### src/rtl/mp_cycle_controller.sv
// mp_cycle_controller
// Multi-cycle control sequencer for the 16-bit MicroProcessor datapath.
// Steps each instruction through FETCH/DECODE/EXECUTE/MEMORY/WRITEBACK and
// produces per-phase enables from the single system clock. Data-memory waits
// are bounded by MEM_TIMEOUT; a timeout latches mem_err and parks in HALT.
// Optional feature macro: MP_SINGLE_STEP_EN (single-step start from IDLE).
module mp_cycle_controller #(
   parameter int unsigned MEM_TIMEOUT = 15,
   parameter int unsigned CNT_W       = 16
) (
   input  logic             clock,
   input  logic             clr_n,
   input  logic             run,
   input  logic             step,
   input  logic [3:0]       opcode,
   input  logic             zero,
   input  logic             dmem_ready,
   output logic             ir_load,
   output logic             alu_en,
   output logic             pc_inc,
   output logic             pc_load,
   output logic             dmem_rd,
   output logic             dmem_wr,
   output logic             reg_write,
   output logic             mem_to_reg,
   output logic             halted,
   output logic             mem_err,
   output logic [2:0]       state,
   output logic [CNT_W-1:0] instr_count
);

   localparam logic [2:0] S_IDLE      = 3'd0;
   localparam logic [2:0] S_FETCH     = 3'd1;
   localparam logic [2:0] S_DECODE    = 3'd2;
   localparam logic [2:0] S_EXECUTE   = 3'd3;
   localparam logic [2:0] S_MEMORY    = 3'd4;
   localparam logic [2:0] S_WRITEBACK = 3'd5;
   localparam logic [2:0] S_HALT      = 3'd6;

   // Last wait-counter value before the timeout fires (counter would reach MEM_TIMEOUT)
   localparam logic [7:0] WAIT_LAST = 8'(MEM_TIMEOUT - 1);

   logic [2:0]       state_reg, state_next;
   logic [7:0]       wait_reg;
   logic [CNT_W-1:0] count_reg;
   logic             err_reg;

   // Opcode classes
   logic is_alu, is_load, is_store, is_beq, is_jump, is_halt, is_short;
   logic start, after_retire, retire, take_branch, timeout;

   assign is_alu   = (opcode >= 4'h1) && (opcode <= 4'h7);
   assign is_load  = (opcode == 4'h8);
   assign is_store = (opcode == 4'h9);
   assign is_beq   = (opcode == 4'hA);
   assign is_jump  = (opcode == 4'hB);
   assign is_halt  = (opcode == 4'hF);
   // NOP, BEQ, JUMP and the NOP-like 0xC..0xE finish in EXECUTE
   assign is_short = !(is_alu || is_load || is_store);

`ifdef MP_SINGLE_STEP_EN
   // A step in IDLE launches one instruction; it returns to IDLE unless run is set
   assign start = run | step;
`else
   // step has no effect in this build; the term reduces to run
   assign start = run | (run & step);
`endif

   assign after_retire = run;

   assign retire = ((state_reg == S_EXECUTE) && is_short) ||
                   ((state_reg == S_MEMORY) && is_store && dmem_ready) ||
                   (state_reg == S_WRITEBACK);

   assign take_branch = is_jump || (is_beq && zero);

   // Ready has priority over the timeout in the same cycle
   assign timeout = (state_reg == S_MEMORY) && !dmem_ready && (wait_reg == WAIT_LAST);

   // State register
   always_ff @(posedge clock or negedge clr_n) begin
      if (!clr_n) begin
         state_reg <= S_IDLE;
      end else begin
         state_reg <= state_next;
      end
   end

   // Next-state decode
   always_comb begin
      state_next = state_reg;
      case (state_reg)
         S_IDLE: begin
            if (start) state_next = S_FETCH;
         end
         S_FETCH: begin
            state_next = S_DECODE;
         end
         S_DECODE: begin
            state_next = is_halt ? S_HALT : S_EXECUTE;
         end
         S_EXECUTE: begin
            if (is_alu)
               state_next = S_WRITEBACK;
            else if (is_load || is_store)
               state_next = S_MEMORY;
            else
               state_next = after_retire ? S_FETCH : S_IDLE;
         end
         S_MEMORY: begin
            if (dmem_ready) begin
               if (is_load)
                  state_next = S_WRITEBACK;
               else
                  state_next = after_retire ? S_FETCH : S_IDLE;
            end else if (timeout) begin
               state_next = S_HALT;
            end
         end
         S_WRITEBACK: begin
            state_next = after_retire ? S_FETCH : S_IDLE;
         end
         S_HALT: begin
            state_next = S_HALT;
         end
         default: begin
            state_next = S_HALT;
         end
      endcase
   end

   // Wait counter, sticky timeout flag and saturating retire counter
   always_ff @(posedge clock or negedge clr_n) begin
      if (!clr_n) begin
         wait_reg  <= '0;
         err_reg   <= 1'b0;
         count_reg <= '0;
      end else begin
         if (state_reg != S_MEMORY)
            wait_reg <= '0;
         else if (!dmem_ready)
            wait_reg <= wait_reg + 8'd1;
         if (timeout)
            err_reg <= 1'b1;
         if (retire && (count_reg != {CNT_W{1'b1}}))
            count_reg <= count_reg + 1'b1;
      end
   end

   // Output decode from registered state, qualified in the retire cycle
   always_comb begin
      ir_load    = 1'b0;
      alu_en     = 1'b0;
      pc_inc     = 1'b0;
      pc_load    = 1'b0;
      dmem_rd    = 1'b0;
      dmem_wr    = 1'b0;
      reg_write  = 1'b0;
      mem_to_reg = 1'b0;
      halted     = 1'b0;
      case (state_reg)
         S_FETCH:     ir_load = 1'b1;
         S_EXECUTE:   alu_en  = 1'b1;
         S_MEMORY: begin
            dmem_rd = is_load;
            dmem_wr = is_store;
         end
         S_WRITEBACK: begin
            reg_write  = 1'b1;
            mem_to_reg = is_load;
         end
         S_HALT:      halted = 1'b1;
         default: ;
      endcase
      if (retire) begin
         pc_load = take_branch;
         pc_inc  = !take_branch;
      end
   end

   assign mem_err     = err_reg;
   assign state       = state_reg;
   assign instr_count = count_reg;

endmodule

### config.mk
export PLATFORM = sky130hd
export DESIGN_NAME = mp_cycle_controller
export DESIGN_NICKNAME = d
export VERILOG_FILES = /design/src/rtl/mp_cycle_controller.sv
export SDC_FILE = /design/constraint.sdc
export NUM_CORES = 1
export LEC_CHECK = 0
export ABC_CLOCK_PERIOD_IN_PS = 2800
export CAP_MARGIN = 20
export CELL_PAD_IN_SITES_DETAIL_PLACEMENT = 1
export CELL_PAD_IN_SITES_GLOBAL_PLACEMENT = 1
export CORE_MARGIN = 5
export CORE_UTILIZATION = 47
export DETAILED_ROUTE_END_ITERATION = 8
export DONT_BUFFER_PORTS = 1
export PLACE_DENSITY_LB_ADDON = 0.1
export REMOVE_ABC_BUFFERS = 1
export SYNTH_ARGS = -nofsm -noshare
export SYNTH_HDL_FRONTEND = slang
export SYNTH_SLANG_ARGS = --single-unit
### constraint.sdc
create_clock -name clock -period 2.8 [get_ports clock]
set_clock_uncertainty 0.1 [all_clocks]
set_input_delay 0.7 -clock clock [delete_from_list [all_inputs] [get_ports clock]]
set_output_delay 0.7 -clock clock [all_outputs]
set_load 0.005 [all_outputs]
# Word level (Yosys, flattened, before mapping)
# Index checks and enable logic that the tools add are counted.
dict set report classes {
  muxes 20
  addsub 2
  n_reduce_logical 19
  eq_ne 17
  n_bitwise 2
  n_lt_le_gt_ge 2
}
# cell n
set ops {}
lappend ops {{2-to-1 mux 3 bit} 7}
lappend ops {{== test 4 bit (second input constant)} 5}
lappend ops {{case mux 3 bit (6 select lines)} 1}
lappend ops {{adder 16 x 1 -> 16 bit (second input constant)} 1}
lappend ops {{2-to-1 mux 8 bit} 2}
lappend ops {{inequality test 16 bit (second input constant)} 1}
lappend ops {{2-to-1 mux 1 bit} 10}
lappend ops {{== test 3 bit (second input constant)} 3}
lappend ops {{adder 8 x 1 -> 8 bit (second input constant)} 1}
lappend ops {{== test 8 x 4 -> 1 bit (second input constant)} 1}
lappend ops {{logical AND 1 bit} 8}
lappend ops {{== test 3 x 2 -> 1 bit (second input constant)} 2}
lappend ops {{logical OR 1 bit} 6}
lappend ops {{inequality test 3 bit (second input constant)} 2}
lappend ops {{>= comparator 4 x 1 -> 1 bit (second input constant)} 1}
lappend ops {{less-or-equal comparator 4 x 3 -> 1 bit (second input constant)} 1}
lappend ops {{== test 3 x 1 -> 1 bit (second input constant)} 1}
lappend ops {{zero test 1 bit} 3}
lappend ops {{zero test 3 bit} 1}
lappend ops {{inequality test 2 x 1 -> 1 bit (second input constant)} 1}
lappend ops {{inequality test 2 bit (second input constant)} 1}
lappend ops {{AND reduction 2 bit} 1}
lappend ops {{bitwise AND 1 bit} 1}
lappend ops {{bitwise OR 1 bit} 1}
dict set report totals {
  ff_bits 28
  in_bits 10
  wordCells 66
  output_inout_bits 29
}

# Depth between registers and ports, before layout
# Gate-level depths: netlist of run 1.
dict set report logic_depth {
  depth_word 9
  depth_mapped 7
  depth_no_buf 7
}

# Worst setup path after synthesis of run 1
# No wires, ideal clock.
dict set report synth_path {
  kind {input-to-output}
  from {in opcode[1]}
  to {out pc_inc}
  arrival_time_ns 1.705
  slack_ns 0.295
  required_time_ns 2.000
  path_buffers 1
  stages 5
  path_cell_list {buf_6 -> or4_4 -> o21ai_4 -> nor2_2 -> a21oi_1}
}
dict set report synth_via {
  elab_chain_cells 9
  word_cells_on_any_way 19
  cone_classes {order compare: 2; eq/ne: 4; mux: 1; reduce/logical: 12}
}
# item line
set synth_rtl {}
lappend synth_rtl {{start, declared} 15} ;# input logic [3:0] opcode,
lappend synth_rtl {{>= comparator 4 x 1 -> 1 bit or less-or-equal comparator 4 x 3 -> 1 bit (tied branches)} 52} ;# assign is_alu = (opcode >= 4'h1) && (opcode <= 4'h7);
lappend synth_rtl {{logical AND 1 bit} 52}
lappend synth_rtl {{logical OR 1 bit (2 in a row)} 59} ;# assign is_short = !(is_alu || is_load || is_store);
lappend synth_rtl {{zero test 1 bit} 59}
lappend synth_rtl {{logical AND 1 bit} 71} ;# assign retire = ((state_reg == S_EXECUTE) && is_short) ||
lappend synth_rtl {{logical OR 1 bit} 71}
lappend synth_rtl {{logical OR 1 bit} 72} ;# ((state_reg == S_MEMORY) && is_store && dmem_ready) ||
lappend synth_rtl {{2-to-1 mux 1 bit (*)} 175} ;# if (retire) begin
lappend synth_rtl {{end, declared} 20} ;# output logic pc_inc,
# Mark *: on every way between the ends. The rest lies on a longest branch, timed or not.

# Worst setup path in the final report of run 1
dict set report layout_path {
  from {reg state_reg[2], in the netlist state[2]}
  to {out pc_inc}
}
dict set report layout_via {
  elab_chain_cells 6
  word_cells_on_any_way 9
  cone_classes {eq/ne: 3; mux: 1; reduce/logical: 5}
}
# item line
set layout_rtl {}
lappend layout_rtl {{start, declared} 43} ;# logic [2:0] state_reg, state_next;
lappend layout_rtl {{start signal, assigned} 85} ;# state_reg <= state_next;
lappend layout_rtl {{== test 3 bit} 72}
lappend layout_rtl {{logical AND 1 bit (2 in a row)} 72}
lappend layout_rtl {{logical OR 1 bit} 71}
lappend layout_rtl {{logical OR 1 bit (*)} 72}
lappend layout_rtl {{2-to-1 mux 1 bit (*)} 175}
# Marked as above.

==> results.toml, run 1 <==
[logic_synthesis]
yosysSeqAreaShare_pct = 43.24
synth_edf_count = 0
synth_warnings = 0
synthArstFlopShare_pct = 100.0
ys_ff_latch = 28
netlist_instances = 171
synthFlopType = "dfrtp_1"
synth_cell_types = 39
synthesis.area_um2 = 1620
syn_area_per_cell_um2 = 9.475

[power_and_ir_drop]
p_int_mw = 0.6513
clock_power_share_pct = 19.1
ir_worst_vdd_v = 0.0003212
seqPwrFrac_pct = 54.4
power_density_nw_per_um2 = 618.1
power.share.switching_pct = 37.89
combPwrFrac_pct = 26.5
power.leakage_nw = 0.7807
switchingPower_mw = 0.3974

[layout]
fin_nets = 184
final_cells = 216
final_cell_mix = "28 x dfrtp_1, 27 x nor2_1, 18 x xor2_1"
layout_commonest_cell = "dfrtp_1"
area_growth_pct = 4.711
fin_util_pct = 50.84
diodes = 0
largest_reg_flops = 16
drive_above_1_share_pct = 8.824

[worst_setup_path]
reg2reg_from = "instr_count[0]"
worstPathMaxFanout = 16
arrival_ns = 1.74
critPathRequiredTime_ns = 2.00
crit_type = "flop to output port"
slowest_delay_ns = 0.56
crit_slowest_cell = "dfrtp_1"
crit_chain = "nand3b_1 -> o21ai_4 -> nor2_2 -> a21oi_1"
rr_endpoint = "instr_count[1]"
cp-end-kind = "output port"
startpoint_type = "flop"
r2r_slack_ns = 0.46
reg2reg_depth = 5

[timing]
max_freq_mhz = 393.1
fin_crit_ns = 2.544
rsz0062_at_grt = "no"
report.final.setup_viol = 0
slew_headroom_pct = 52.15
fin_crit_sh_pct = 90.86
worstMarginPinSlew_ns = 0.7176
hold_viol_final = 0
slew_violations = 0
tns_ns = 0
setup_ws_ns = 0.2560

[die]
core_um2 = 3337
die_area_um2 = 4722
die_w_um = 68.72
rows = 21
ios = 39
die_h_um = 68.72
initial_core_util_pct = 48.56

[clock_network]
cts_tree = "done"
cts_root_buffer = "clkbuf_4"
cts_resized = 0
cts.clk_slew.worst_paths_ns = 0.15
clock_sinks = 28
cts_buffers = 3
cts_setup_buffers = 0
htreeDepth = 1
cts_max_path_buffers = 2
cts-hold-fix-buffers = 1
worst_skew_pair.late_latency_ns = 0.33

[hold_path]
hp-class = "input pin to asynchronous set/reset pin"

[drt]
avgViaCountPerCell = 5.782
drt-initial-drc-count = 74
wl_per_cell_um = 16.66
dr.pass1.iters = 4
vias = 1249
drcViolationCount = 0
wirelength_um = 3599
ant_nets = 0

[global_routing]
antenna_found_initial = 0
grt_pass1_vias = 1335
grt_usage_pct = 16.84
grt_max_degree = 29
grt_pass1_wl_um = 5996
grt_overflow_total = 0

[placement]
gp_routability_congestion = 0.7741
port_buffers = 0
place_hpwl_um = 2737
pre_cts_slack_ns = 0.3128
placed_cells = 211

[flow_run]
max_cap_viol_count = 0

[run_status]
outcome = "finished clean"
[power by group through the flow]
| stage | Clock, mW | Combinational (mW) | Sequential, mW |
|---|---|---|---|
| floorplan | 0 | 0.221 | 0.545 |
| global placement | 0 | 0.257 | 0.571 |
| detailed placement | 0 | 0.273 | 0.581 |
| CTS | 0.206 | 0.285 | 0.573 |
| global route | 0.228 | 0.313 | 0.589 |
| finish | 0.200 | 0.278 | 0.571 |
[cell usage after synthesis, types with 4 or more instances]
library cell / instances / share of area, %
clkbuf_1: 4 / 0.93
inv_1: 6 / 1.4
nand3_1: 7 / 2.2
xor2_1: 18 / 9.7
nor2_1: 27 / 6.3
and3_1: 4 / 1.5
nor3_1: 5 / 1.5
nand2_1: 12 / 2.8
nand4_1: 5 / 1.9
o21ai_0: 7 / 2.2
a21oi_1: 6 / 1.9
dfrtp_1: 28 / 43
[per-layer routing]
layer	share of wire (%)	GRT usage (%)
met5	0	0
met4	2.3	7.056
met3	6.9	4.052
met2	51	29.68
met1	39	19.34
[cell families after synthesis]
kind of cell | synth area share [%]
AOI/OAI and AO/OA | 8.572
xor gates and xnor gates | 11.35
adders and majority gates | 2.317
buffers and inverters | 3.706
DFF | 43.24
muxes | 1.390
and+or+nand+nor | 29.42
[worst max-delay path: cells and delay by family, from the launching register on]
kind / cells / cell delay [ns]
flops: 1 / 0.56
simple gates: 2 / 0.44
compound gates: 2 / 0.42
[area by class of cell]
cell class                      instances  area, µm²
Tap cell                               46      57.56
Timing Repair Buffer                    1      20.02
Sequential cell                        28      700.7
Fill cell                             408       1640
Inverter                                6      22.52
Multi-Input combinational cell        131      859.6
Clock buffer                            4      36.28
[how the worst max path moves through the flow]
| stage | start | to | slack [ns] | depth (start not counted) |
|---|---|---|---|---|
| 2_1_floorplan | opcode[0] | pc_inc | 0.39 | 4 |
| 6_report | state[2] | pc_inc | 0.26 | 4 |
| 4_1_cts | state[2] | pc_inc | 0.22 | 4 |
| 3_5_place_dp | opcode[0] | pc_inc | 0.31 | 4 |
| 3_3_place_gp | opcode[0] | pc_inc | 0.33 | 4 |
| 5_1_grt | state[2] | pc_inc | 0.05 | 4 |
[stage by stage]
step / instance area [µm²] / hold WS (ns) / power (mW)
floorplan: 1583 / 0.3044 / 0.7662
global placement: 1640 / 0.3051 / 0.8281
detailed placement: 1640 / 0.3051 / 0.8541
CTS: 1697 / 0.05955 / 1.064
global route: 1697 / 0.04296 / 1.130
finish: 1697 / 0.06367 / 1.049
No activity file was read; power rests on OpenSTA's default activity.
==> inputs of run 2 (changes only) <==
- ABC_CLOCK_PERIOD_IN_PS: 2800 -> 2300
- CORE_UTILIZATION: 47 -> 42
- clock period: 2.8 -> 2.3 ns (I/O delays scaled with it)
==> results.toml, run 2 (synthesis results as in run 1) <==
[run_status]
outcome = "finished clean"

[layout]
diodes = 0
drive_above_1_share_pct = 16.76
final_cell_mix = "27 x nor2_1, 27 x dfrtp_1, 18 x xor2_1"
largest_reg_flops = 16
fin_nets = 199
area_growth_pct = 15.21
fillerInstances = 425

[placement]
pre_cts_slack_ns = 0.06027
place_hpwl_um = 2988
port_buffers = 0
gp_routability_congestion = 0.7780

[timing]
slew_headroom_pct = 55.45
fin_crit_ns = 2.206
worstMarginPinSlew_ns = 0.6682
hold_viol_final = 0
setup_ws_ns = 0.09414
report.final.setup_viol = 0
max_freq_mhz = 453.3
slew_violations = 0
fin_crit_sh_pct = 95.91

[worst_setup_path]
reg2reg_depth = 7
r2r_slack_ns = 0.17
arrival_ns = 1.53
critPathRequiredTime_ns = 1.62
worstPathMaxFanout = 6
reg2reg_from = "instr_count[0]"
cp-end-kind = "output port"
crit_type = "input pin to output port"
rr_endpoint = "instr_count[3]"
startpoint_type = "input pin"

[power_and_ir_drop]
power.leakage_nw = 0.8698
total_power_mw = 1.524
ir_worst_vdd_v = 0.0005246
power_density_nw_per_um2 = 816.6

[die]
initial_core_util_pct = 43.93
die_area_um2 = 5200
ios = 39
core_um2 = 3689
die_h_um = 72.11
rows = 22
die_w_um = 72.11

[hold_path]
min_from = "dmem_ready"
hp-class = "input pin to flop"
holdPathEnd = "wait_reg[1]"
min_path_cells = 2

[drt]
drcViolationCount = 0
avgViaCountPerCell = 5.558
wirelength_um = 4000
dr.pass1.iters = 4
wl_per_cell_um = 17.17
vias = 1295
drt-initial-drc-count = 37
ant_nets = 0

[global_routing]
grt_overflow_total = 0
grt_usage_pct = 16.18
grt.met3_usage_pct = 5.540
use_met2_pct = 28.92
grt_pass1_wl_um = 6665
top_usage_layer = "met2"
antenna_found_initial = 0
grtUsageMet1_pct = 18.30
grt_max_degree = 29
grt_pass1_vias = 1383

[clock_network]
cts_max_path_buffers = 2
cts_buffers = 3
clock_sinks = 28
cts.clk_slew.worst_paths_ns = 0.10
cts_root_buffer = "clkbuf_8"
worst_skew_pair.late_latency_ns = 0.27
htreeDepth = 1
cts_tree = "done"

[flow_run]
max_cap_viol_count = 0
[run 2: cell types whose count changed in the layout (fill, tap and decap cells not counted)]
| cell | previous run | this run |
|---|---|---|
| bufinv_16 | 0 | 1 |
| nand4bb_4 | 0 | 1 |
| dfrtp_1 | 28 | 27 |
| dlygate4sd3_1 | 0 | 1 |
| clkbuf_8 | 1 | 3 |
| clkbuf_4 | 3 | 0 |
| dfrtp_2 | 0 | 1 |
| buf_4 | 0 | 14 |
| nand4bb_1 | 3 | 2 |
[run 2: layout make-up]
| class | instances | area, µm² | share of cell area (%) |
|---|---|---|---|
| clock buffer | 3 | 41.29 | 2.212 |
| clock inverter | 1 | 30.03 | 1.609 |
| inverter | 6 | 22.52 | 1.206 |
| multi-input combinational | 131 | 875.8 | 46.92 |
| sequential | 28 | 701.9 | 37.60 |
| tap | 48 | 60.06 | 3.217 |
| timing repair buffer | 16 | 135.1 | 7.239 |
[run 2: worst max-delay path, cell delays in order]
cell and delay, ns:
or4_4 0.54, o21ai_4 0.16, nor2_2 0.08, a21oi_1 0.17
[run 2: how the worst max path moves through the flow]
stage                    from         endpoint  slack, ns  cells past startpoint
global placement    opcode[0]           pc_inc       0.08                      4
global route         state[2]          pc_load     -0.002                      4
detailed placement  opcode[0]  instr_count[15]       0.06                      5
floorplan           opcode[0]           pc_inc       0.14                      4
finish              opcode[0]           pc_inc       0.09                      4
CTS                  state[0]           pc_inc       0.03                      4
[run 2: timing repair]
item / 4_1_cts / 5_1_grt
buffers inserted: 0 / 1
gates resized for setup: 1 / 1
hold endpoints to repair: 28 / 6
hold buffers: 1 / 1
endpoints found under the setup margin: 1 / 2
[run 2: report_power, final]
part	internal [mW]	switching [mW]	leakage, nW
Sequential	0.559	0.103	0.379
Clock	0.233	0.155	0.0357
Combinational	0.218	0.256	0.455
[run 2: routing by layer]
metal  share of wire (%)  up-vias
met3                 6.7        4
met4                0.90        0
met5                   0        -
met1                  40      643
met2                  52       33
li1                    -      615
[run 2: per-stage QoR]
stage	hold WS [ns]	instance area, µm²	utilization (%)	TNS (ns)	instances
floorplan	0.1794	1583	-	0	165
global placement	0.1801	1740	47.18	0	226
detailed placement	0.1802	1740	47.18	0	226
CTS	0.0003539	1848	50.10	0	231
global route	0.3514	1867	50.61	-0.003475	233
finish	0.3574	1867	50.61	0	233
